$ cat config.mk
export PLATFORM = sky130hd
export DESIGN_NAME = hallway_tracer_array
export DESIGN_NICKNAME = d
export VERILOG_FILES = /design/src/rtl/hallway_tracer_array.sv
export SDC_FILE = /design/constraint.sdc
export NUM_CORES = 1
export LEC_CHECK = 0
export CORE_UTILIZATION = 35
export CTS_BUF_LIST = sky130_fd_sc_hd__clkbuf_4
export CTS_CLUSTER_SIZE = 12
export DETAILED_ROUTE_END_ITERATION = 10
export GPL_TIMING_DRIVEN = 0
export PLACE_DENSITY = 0.51
export SYNTH_ARGS = -nofsm -noshare
export SYNTH_HDL_FRONTEND = slang
export SYNTH_SLANG_ARGS = --single-unit
export TNS_END_PERCENT = 50
$ cat constraint.sdc
create_clock -name clock -period 9.6 [get_ports clock]
set_input_delay 0.96 -clock clock [delete_from_list [all_inputs] [get_ports clock]]
set_output_delay 0.96 -clock clock [all_outputs]
set_load 0.005 [all_outputs]
$ cat src/rtl/hallway_tracer_array.sv
// Array of self-timed hallway tracers: bounded per-lane positions, minimum spacing
// between neighbours, and LFSR-driven random direction reversals on each gameTick.
module hallway_tracer_array #(
    parameter int                    NUM_TRACERS = 2,
    parameter int                    POS_WIDTH   = 7,
    parameter int                    LANE_OFFSET = 26,
    parameter int                    LANE_RANGE  = 93,
    parameter int                    INIT_BASE   = 40,
    parameter int                    INIT_STEP   = 40,
    parameter int                    MIN_GAP     = 20,
    parameter int                    LFSR_WIDTH  = 16,
    parameter logic [LFSR_WIDTH-1:0] SEED        = 16'hACE1,
    parameter logic [LFSR_WIDTH-1:0] LFSR_TAPS   = 16'hB400,
    parameter int                    RAND_BITS   = 4
) (
    input  logic                             clock,
    input  logic                             reset_n,
    input  logic                             gameTick,
    input  logic                             resetNumberGenerator,
    output logic [NUM_TRACERS*POS_WIDTH-1:0] tracerPos,
    output logic [NUM_TRACERS-1:0]           tracerDir,
    output logic [NUM_TRACERS-1:0]           tracerBounce
);

    localparam int TOP_BOUND = (NUM_TRACERS - 1) * LANE_OFFSET + LANE_RANGE;

    if (TOP_BOUND >= (1 << POS_WIDTH)) begin : g_err_bound
        $error("hallway_tracer_array: lane bounds exceed POS_WIDTH");
    end
    if (NUM_TRACERS > 1 && INIT_STEP < MIN_GAP) begin : g_err_gap
        $error("hallway_tracer_array: reset spacing below MIN_GAP");
    end
    if (NUM_TRACERS * RAND_BITS > LFSR_WIDTH) begin : g_err_rand
        $error("hallway_tracer_array: LFSR too narrow for random slices");
    end
    if (SEED == '0) begin : g_err_seed
        $error("hallway_tracer_array: SEED must be nonzero");
    end

    function automatic logic [POS_WIDTH-1:0] init_pos(input int idx);
        return POS_WIDTH'(INIT_BASE + idx * INIT_STEP);
    endfunction

    // True when stepping toward the neighbour would leave less than MIN_GAP;
    // a closing neighbour that will also move shrinks the gap by two.
    function automatic logic too_close(input logic [POS_WIDTH-1:0] p_self,
                                       input logic [POS_WIDTH-1:0] p_nbr,
                                       input logic                 closing);
        int gap;
        int approach;
        gap      = int'(p_nbr) - int'(p_self);
        if (gap < 0) gap = -gap;
        approach = closing ? 2 : 1;
        return (gap < MIN_GAP + approach);
    endfunction

    logic [POS_WIDTH-1:0]   pos      [NUM_TRACERS];
    logic [POS_WIDTH-1:0]   pos_next [NUM_TRACERS];
    logic [NUM_TRACERS-1:0] dir;
    logic [NUM_TRACERS-1:0] bounce;
    logic [LFSR_WIDTH-1:0]  lfsr;

    logic [NUM_TRACERS-1:0] at_bound;
    logic [NUM_TRACERS-1:0] rnd;
    logic [NUM_TRACERS-1:0] blk_up;
    logic [NUM_TRACERS-1:0] blk_dn;
    logic [NUM_TRACERS-1:0] reverse;

    for (genvar g = 0; g < NUM_TRACERS; g++) begin : g_tracer
        localparam int                   LO_I = g * LANE_OFFSET;
        localparam int                   HI_I = g * LANE_OFFSET + LANE_RANGE;
        localparam logic [POS_WIDTH:0]   LO_W = LO_I[POS_WIDTH:0];
        localparam logic [POS_WIDTH:0]   HI_W = HI_I[POS_WIDTH:0];
        localparam logic [POS_WIDTH-1:0] LO   = LO_W[POS_WIDTH-1:0];
        localparam logic [POS_WIDTH-1:0] HI   = HI_W[POS_WIDTH-1:0];

        assign at_bound[g] = dir[g] ? (pos[g] == HI) : (pos[g] == LO);
        assign rnd[g]      = (lfsr[g*RAND_BITS +: RAND_BITS] == '0);

        // Moving up (dir=0) approaches tracer g-1; moving down approaches g+1.
        if (g > 0) begin : g_up
            assign blk_up[g] = too_close(pos[g], pos[g-1], dir[g-1] & ~at_bound[g-1]);
        end else begin : g_no_up
            assign blk_up[g] = 1'b0;
        end
        if (g < NUM_TRACERS - 1) begin : g_dn
            assign blk_dn[g] = too_close(pos[g], pos[g+1], ~dir[g+1] & ~at_bound[g+1]);
        end else begin : g_no_dn
            assign blk_dn[g] = 1'b0;
        end

        assign reverse[g]  = at_bound[g] | (dir[g] ? blk_dn[g] : blk_up[g]) | rnd[g];
        assign pos_next[g] = reverse[g] ? pos[g]
                           : (dir[g] ? pos[g] + 1'b1 : pos[g] - 1'b1);

        assign tracerPos[g*POS_WIDTH +: POS_WIDTH] = pos[g];
    end

    always_ff @(posedge clock or negedge reset_n) begin
        if (!reset_n) begin
            for (int i = 0; i < NUM_TRACERS; i++) begin
                pos[i] <= init_pos(i);
            end
            dir    <= '0;
            bounce <= '0;
            lfsr   <= SEED;
        end else begin
            bounce <= '0;
            if (gameTick) begin
                for (int i = 0; i < NUM_TRACERS; i++) begin
                    pos[i] <= pos_next[i];
                end
                dir    <= dir ^ reverse;
                bounce <= reverse;
            end
            // Fibonacci LFSR shifting toward the MSB; reseed wins over advance.
            if (resetNumberGenerator) begin
                lfsr <= SEED;
            end else if (gameTick) begin
                lfsr <= {lfsr[LFSR_WIDTH-2:0], ^(lfsr & LFSR_TAPS)};
            end
        end
    end

    assign tracerDir    = dir;
    assign tracerBounce = bounce;

endmodule
==> results.tsv, run 1 <==
metric	value	unit
die_w	98.6	um
synth_ff_type	dfrtp_1	
grt_usage	0.179	
drt-wirelength-per-cell	16.8	um
r2r_start	tracerPos[5]	
hold_start	lfsr[14]	
htree_levels	2	
hold_buffers	0	
clock_path_buffers	2	
final_common_cell	inv_1	
fin_crit_sh	0.412	
hold_viol_final	0	
synth_enable_flop_cells	0	
status	complete, no violations	
drt.antenna.violating_nets	0	
port_buffers	20	
area_growth	12.6	%
rsz0062_at_grt	no	
die_h	98.6	um
pin_count	22	
numCtsBuffers	5	
core	8890	um^2
clk_latency	0.34	ns
dr.pass1.iters	4	
path_class	reg -> reg	
crit_arrival	4.18	ns
ys_warn_count	0	
synth_top_area_frac	0.169	
syn_area_per_cell	9.41	um^2
worst_slack	5.65	ns
row_count	34	
worst_pin_slew	0.778	ns
synth_nets	383	
diodes	0	
first_iter_violations	120	
numClockSinks	34	
final_core_util	0.414	
dp_slack	5.67	ns
drc	0	
grt_max_degree	35	
synth-seq-area-share	0.265	
vias	2692	
tns	0	ns
drive_above_1_share	0.136	
layout.nets	410	
drv_cap	0	
setup_viol	0	
syn_inst	347	
routed_wl	8090	um
viasPerCell	5.57	
synthTopCellsByArea	dfrtp_1 17%, ha_1 11%, dfstp_2 9.7%, mux2i_1 5.5%, inv_1 3.6%	
crit_start	tracerPos[5]	
maxSlewViolCount	0	
fin_skew	0.0168	ns
period_needed	3.95	ns
startpoint_type	flop	
gp_congestion	0.821	
clockRootBuffer	clkbuf_4	
cp.required	9.83	ns
slew_headroom	0.481	
synth_area_leader_cell	dfrtp_1	
start_util	0.367	
antenna_found_initial	0	
end_kind	flop	
async_reset_ff_frac	1.00	
grt_pass1_vias	2760	
grt_first_pass_wirelength	13900	um
cts.clk_slew.worst_paths	0.13	ns
synth_cell_types	68	
layout_common_cells	31 x inv_1, 28 x ha_1, 22 x dfrtp_1	
post_cts_buffers	0	
timing.fmax	253	MHz
cts_tree	yes	
gr-total-overflow	0	
hpwl	6270	um
fp.dieArea	9720	um^2
cp_max_fo	7	
cts_resized	0	
synthesis.area	3260	um^2
hold_path.class	reg -> reg	
synth_seq_cells	34	
[worst max-delay path, stage by stage (launching register included)]
cell,delay [ns]
dfstp_2,0.63
inv_1,0.11
ha_1,0.40
o21a_1,0.24
a21oi_1,0.28
nand2_1,0.22
mux2_2,0.33
ha_1,0.28
nor2_1,0.05
nor4_1,0.42
o22ai_2,0.21
a31oi_4,0.35
mux2_4,0.33
[per-stage QoR]
step	hold slack [ns]	cells	instance area [um^2]
final	0.513	483	3680
after global routing	0.533	483	3680
after CTS	0.518	483	3680
after detailed placement	0.487	475	3590
after global placement	0.471	475	3600
after floorplan	0.463	347	3260
[cell type report]
cell class / instances / area, um^2
Multi-Input combinational cell: 270 / 2210
Clock inverter: 3 / 45.0
Inverter: 31 / 116
Sequential cell: 34 / 866
Tap cell: 108 / 135
Fill cell: 881 / 5210
Clock buffer: 5 / 37.5
Timing Repair Buffer: 20 / 195
Buffer: 12 / 68.8
[final timing paths]
kind / endpoint / slack (ns) / cells past startpoint
max in group asynchronous: tracerBounce[0] / 8.41 / 1
min in group asynchronous: lfsr[12] / 0.67 / 1
hold / removal: lfsr[15] / 0.51 / 1
setup reg to reg: tracerPos[1] / 5.65 / 12
setup / recovery: tracerPos[1] / 5.65 / 12
hold reg to reg: lfsr[15] / 0.51 / 1
[cell families (layout without fill, tap and decap cells)]
| group | after synthesis | in the layout | synth area share |
|---|---|---|---|
| simple gates | 100 | 100 | 0.175 |
| compound gates | 98 | 98 | 0.246 |
| buf+inv | 43 | 71 | 0.0567 |
| flops | 34 | 34 | 0.265 |
| fa+ha+maj | 32 | 32 | 0.132 |
| mux | 22 | 22 | 0.0724 |
| xor+xnor | 18 | 18 | 0.0529 |
[cells in the mapped netlist (all sizes together) (3+ instances only)]
library cell,n
and3b,4
and2,3
ha,28
xor2,6
a211o,12
xnor2,12
a21o,11
or2,4
nand3,12
nor2b,11
mux2i,18
mux2,4
o21bai,3
o31ai,3
dfstp,12
nor3b,8
a21oi,15
clkbuf,3
nor2,18
a221oi,5
fa,4
nor4,5
o21ai,12
nand2,12
a211oi,6
nand4,5
o21a,5
buf,9
inv,31
a31oi,3
o211ai,3
nand4b,3
nor3,4
o311ai,3
dfrtp,22
[routing by layer]
layer / GRT usage / routed length [um]
met1: 0.242 / 4000
met2: 0.297 / 3710
met3: 0.0277 / 272
met4: 0.0494 / 117
met5: 0 / 0
[sequential cells by signal, summed over array words and instances, names as in the netlist]
register      count
lfsr             16
tracerBounce      2
tracerDir         2
tracerPos        14
Power of run 1 is not shown: default switching activity piles up to over one toggle a cycle in this logic, so the estimate is an artifact.
==> run 2, diff against run 1 <==
--- a/config.mk
+++ b/config.mk
@@ -10,7 +10,7 @@
 export CTS_CLUSTER_SIZE = 12
 export DETAILED_ROUTE_END_ITERATION = 10
 export GPL_TIMING_DRIVEN = 0
-export PLACE_DENSITY = 0.51
+export PLACE_DENSITY = 0.53
 export SYNTH_ARGS = -nofsm -noshare
 export SYNTH_HDL_FRONTEND = slang
 export SYNTH_SLANG_ARGS = --single-unit
==> constraint.sdc (replaced) <==
create_clock -name clock -period 3.6 [get_ports clock]
set_input_delay 0.36 -clock clock [delete_from_list [all_inputs] [get_ports clock]]
set_output_delay 0.36 -clock clock [all_outputs]
set_load 0.005 [all_outputs]
==> results.tsv, run 2 (synthesis results as in run 1) <==
metric	value	unit	change
cp_top_family	compound AO/OA/AOI/OAI gates		
crit_chain	ha_1 -> a211o_1 -> a21oi_2 -> nand2_2 -> mux2_2 -> ha_1 -> nor2_1 -> nor4_2 -> o22ai_2 -> a31oi_4 -> mux2_4		
hold_viol_final	0		unchanged
setup_viol	0		unchanged
rsz0062_at_grt	yes		
final_common_cell	inv_1		
die_w	98.6	um	unchanged
numCtsBuffers	5		unchanged
layout_common_cells	31 x inv_1, 26 x ha_1, 21 x buf_4		
drv_cap	0		unchanged
startpoint_type	flop		
vias	2792		+3.7%
drive_above_1_share	0.210		+0.0741
antenna_found_initial	0		unchanged
clock_path_buffers	2		unchanged
hpwl	6240	um	-0.58%
diodes	0		unchanged
cpPeakStageDelay	0.61	ns	-0.02 ns
fin_crit_sh	0.953		+0.541
critical_path.most_common_cell	ha_1		
grt_pass1_vias	2684		-2.8%
viasPerCell	5.55		-0.41%
start_util	0.367		unchanged
largest_reg_flops	16		unchanged
grt_usage	0.175		-0.00420
pin_count	22		unchanged
cp_max_fo	6		-1
cp.depth	11		-1
die_h	98.6	um	unchanged
row_count	34		unchanged
status	complete, no violations		
clk_latency	0.34	ns	about the same
cp.required	3.82	ns	-6.01 ns
numClockSinks	34		unchanged
fin_area	3880	um^2	+5.6%
period_needed	3.43	ns	-0.524 ns
hold_buffers	0		unchanged
gp_congestion	0.809		-1.4%
grt_first_pass_wirelength	13600	um	-2.5%
clockRootBuffer	clkbuf_4		
port_buffers	20		unchanged
fp.dieArea	9720	um^2	unchanged
fin_skew	0.0175	ns	+0.000650 ns
drc	0		unchanged
first_iter_violations	77		-36%
cts.clk_slew.worst_paths	0.12	ns	about the same
worst_pin_slew	0.773	ns	-0.00456 ns
routed_wl	8280	um	+2.4%
grt_max_degree	35		unchanged
hold_path.class	in -> async		
slew_headroom	0.484		+0.00304
reg2reg_depth	11		-1
layout.nets	430		+4.9%
end_kind	flop		
path_class	reg -> reg		
timing.fmax	292	MHz	+15%
htree_levels	2		unchanged
area_growth	18.9	%	
drt-wirelength-per-cell	16.5	um	-1.7%
cts_tree	yes		
top_register	lfsr		
crit_arrival	3.65	ns	-0.53 ns
drt.antenna.violating_nets	0		unchanged
placed_area	3590	um^2	unchanged
gr-total-overflow	0		unchanged
maxSlewViolCount	0		unchanged
path_buf_inv	0		-1
dr.pass1.iters	4		unchanged
crit_path_top_delay_cell	dfstp_2		
core	8890	um^2	unchanged
[run 2: layer usage]
layer  global-route usage  share of wire
met5                    0              0
met4               0.0482          0.024
met3               0.0163          0.018
met2                0.295           0.47
met1                0.239           0.49
[run 2: metrics by stage]
stage	setup slack, ns	hold WS (ns)	util	TNS (ns)	cells
3_3_place_gp	-0.279	0.472	0.405	-1.06	475
4_1_cts	0.0111	0.0997	0.422	0	488
5_1_grt	-0.0397	0.118	0.437	-0.0908	503
6_report	0.170	0.0816	0.437	0	503
2_1_floorplan	0.203	0.0644	-	0	347
3_5_place_dp	-0.328	0.486	0.404	-1.37	475
[run 2: final cells by class]
class                           count  area (um^2)
Timing Repair Buffer               40          345
Sequential cell                    34          873
Clock buffer                        5         37.5
Buffer                             12         68.8
Inverter                           31          116
Tap cell                          108          135
Multi-Input combinational cell    270         2240
Clock inverter                      3         63.8
Fill cell                         889         5010
[run 2: worst paths after layout]
| path | to | startpoint | slack [ns] |
|---|---|---|---|
| max | tracerPos[1] | tracerPos[11] | 0.17 |
| min | lfsr[9] | reset_n | 0.08 |
| max reg2reg | tracerPos[1] | tracerPos[11] | 0.17 |
| min reg2reg | lfsr[15] | lfsr[14] | 0.51 |
| max in group asynchronous | tracerPos[1] | reset_n | 2.96 |
| min in group clock | lfsr[7] | resetNumberGenerator | 0.42 |
[run 2: what timing repair did]
item                       CTS  global route
cloned                       0             0
gates resized for setup      5             9
pin swaps                    2             4
setup endpoints to repair   11            14
setup buffers                5            15
Power of run 2 is left out for the same reason.
==> run 3, diff against run 2 <==
--- a/config.mk
+++ b/config.mk
@@ -5,10 +5,13 @@
 export SDC_FILE = /design/constraint.sdc
 export NUM_CORES = 1
 export LEC_CHECK = 0
+export ABC_AREA = 1
+export CAP_MARGIN = 20
 export CORE_UTILIZATION = 35
 export CTS_BUF_LIST = sky130_fd_sc_hd__clkbuf_4
 export CTS_CLUSTER_SIZE = 12
 export DETAILED_ROUTE_END_ITERATION = 10
+export GPL_ROUTABILITY_DRIVEN = 1
 export GPL_TIMING_DRIVEN = 0
 export PLACE_DENSITY = 0.53
 export SYNTH_ARGS = -nofsm -noshare
==> results.tsv, run 3 <==
metric	value	unit	change
synth_area_leader_cell	dfrtp_1		
maxSlewViolCount	0		unchanged
timing.fmax	326	MHz	+12%
largest_reg_flops	16		unchanged
gp_congestion	0.856		+5.7%
area_growth	12.6	%	
worst_slack	0.533	ns	+0.363 ns
tns	0	ns	unchanged
pin_count	22		unchanged
vias	2712		-2.9%
fp.dieArea	9320	um^2	-4.1%
crit_arrival	3.30	ns	-0.35 ns
drt-wirelength-per-cell	12.6	um	-24%
synthTopCellsByArea	dfrtp_1 18%, nand2_1 15%, ha_1 11%, dfstp_2 10%, inv_1 7.9%		
ys_warn_count	0		unchanged
crit_chain	inv_1 -> ha_1 -> inv_1 -> fa_1 -> inv_1 -> ha_1 -> nand2_1 -> o21ai_0 -> ha_1 -> nand2_1 -> nand2_1 -> nand2_1 -> nand2_1 -> nand2_1 -> nand3_4 -> nand2_2 -> nand2_2 -> nand2_1 -> nand2_1		
start_util	0.360		-0.00672
fin_cells	565		+12%
wl_met2	3210	um	-18%
synthesis.area	3130	um^2	-4.2%
synth_top_area_frac	0.176		+0.00735
syn_area_per_cell	7.31	um^2	-22%
layout.nets	492		+14%
synth_top_cells_by_count	125 x nand2_1, 66 x inv_1, 28 x ha_1		
worst_pin_slew	0.766	ns	-0.00755 ns
setup_viol	0		unchanged
antenna_found_initial	0		unchanged
cp_top_family	adder cells		
slew_headroom	0.489		+0.00503
path_buf_inv	3		+3
fin_crit_sh	0.852		-0.101
top_register	lfsr		
cp_max_fo	9		+3
synth_nets	464		+21%
synth_enable_flop_cells	0		unchanged
final_common_cell	nand2_1		
drc	0		unchanged
syn_inst	428		+23%
fin_skew	0.0170	ns	-0.000486 ns
nFillCells	929		+4.5%
cp.required	3.83	ns	about the same
grt_usage	0.171		-0.00376
synth-seq-area-share	0.277		+0.0116
dp_slack	0.547	ns	+0.876 ns
status	complete, no violations		
numClockSinks	34		unchanged
path_class	reg -> reg		
viasPerCell	4.80		-14%
end_kind	flop		
critical_path.most_common_cell	nand2_1		
die_w	96.5	um	-2.1%
gr-total-overflow	0		unchanged
clock_path_buffers	2		unchanged
hold_buffers	0		unchanged
core	8680	um^2	-2.4%
hold_path.class	in -> async		
synth_seq_cells	34		unchanged
cpPeakStageDelay	0.54	ns	-0.07 ns
drt.antenna.violating_nets	0		unchanged
layout_common_cells	125 x nand2_1, 66 x inv_1, 28 x ha_1		
hold_viol_final	0		unchanged
hpwl	5550	um	-11%
cts_tree	yes		
cts.clk_slew.worst_paths	0.12	ns	about the same
met1_length	3630	um	-10%
drive_above_1_share	0.140		-0.0701
grt_first_pass_wirelength	12400	um	-8.6%
clk_latency	0.33	ns	about the same
period_needed	3.07	ns	-0.363 ns
grt_pass1_vias	2642		-1.6%
row_count	34		unchanged
dr.pass1.iters	4		unchanged
dpl.cell_count	557		+17%
rsz0062_at_grt	no		
clockRootBuffer	clkbuf_4		
seqCellArea	866	um^2	-0.86%
cts_resized	0		-5
post_cts_buffers	0		-5
routed_wl	7110	um	-14%
multi_input_area	1920	um^2	-14%
synthMostInstantiatedCell	nand2_1		
htree_levels	2		unchanged
dr_wl_met3	216	um	+43%
startpoint_type	flop		
grt_max_degree	35		unchanged
synth_cell_types	37		-46%
drv_cap	0		unchanged
async_reset_ff_frac	1.00		unchanged
synth_ff_type	dfrtp_1		
port_buffers	21		+5.0%
top_layer_used	met4		
crit_path_top_delay_cell	dfrtp_1		
numCtsBuffers	5		unchanged
die_h	96.5	um	-2.1%
first_iter_violations	118		+53%
diodes	0		unchanged
-- run 3: cell types whose count changed in the layout (fill, tap and decap cells not counted), sizes merged, moves of 10 or more --
| cell | change |
|---|---|
| buf | -26 |
| xnor2 | -10 |
| a211o | -12 |
| nand3 | +22 |
| nor2b | -11 |
| nand2 | +128 |
| nand4 | +15 |
| mux2i | -18 |
| inv | +43 |
-- run 3: cell families after synthesis --
kind of cell,after synthesis,synth area share
simple gates,215,0.330
compound gates,49,0.100
flops,34,0.277
buf+inv,82,0.109
xor+xnor,16,0.0472
fa+ha+maj,32,0.138
-- run 3: final cells by class --
class	instances	share of cell area
Sequential cell	34	0.246
Tap cell	108	0.0384
Timing Repair Buffer	21	0.0583
Multi-Input combinational cell	312	0.546
Buffer	6	0.0149
Clock buffer	5	0.0107
Clock inverter	3	0.00462
Inverter	76	0.0817
-- run 3: worst paths after layout --
kind                       slack, ns          from  cells past startpoint             to
min in group clock              0.49      lfsr[14]                      2       lfsr[15]
min reg2reg                     0.49      lfsr[14]                      2       lfsr[15]
min                             0.08       reset_n                      1  tracerPos[10]
max in group asynchronous       3.02       reset_n                      1   tracerPos[0]
max reg2reg                     0.53  tracerPos[7]                     19   tracerDir[0]
max                             0.53  tracerPos[7]                     19   tracerDir[0]
-- run 3: per-layer routing --
layer / vias to the layer above / track usage
li1: 1436 / -
met3: 6 / 0.0211
met5: - / 0
met2: 32 / 0.280
met4: 0 / 0.0319
met1: 1238 / 0.243
-- run 3: per-stage QoR --
stage                     hold slack (ns)  instance area, um^2  utilization
after CTS                          0.0971                 3520        0.406
final                              0.0801                 3520        0.406
after floorplan                    0.0644                 3130            -
after global placement              0.470                 3470        0.400
after global routing                0.141                 3520        0.406
after detailed placement            0.470                 3470        0.400
-- run 3: worst reg2reg max path, stage by stage, from the launching register on --
cell and delay, ns:
dfrtp_1 0.54, inv_1 0.13, ha_1 0.21, inv_1 0.13
fa_1 0.43, inv_1 0.11, ha_1 0.24, nand2_1 0.06
o21ai_0 0.08, ha_1 0.29, nand2_1 0.07, nand2_1 0.04
nand2_1 0.05, nand2_1 0.05, nand2_1 0.12, nand3_4 0.16
nand2_2 0.11, nand2_2 0.06, nand2_1 0.05, nand2_1 0.04
Power of run 3 is left out for the same reason.
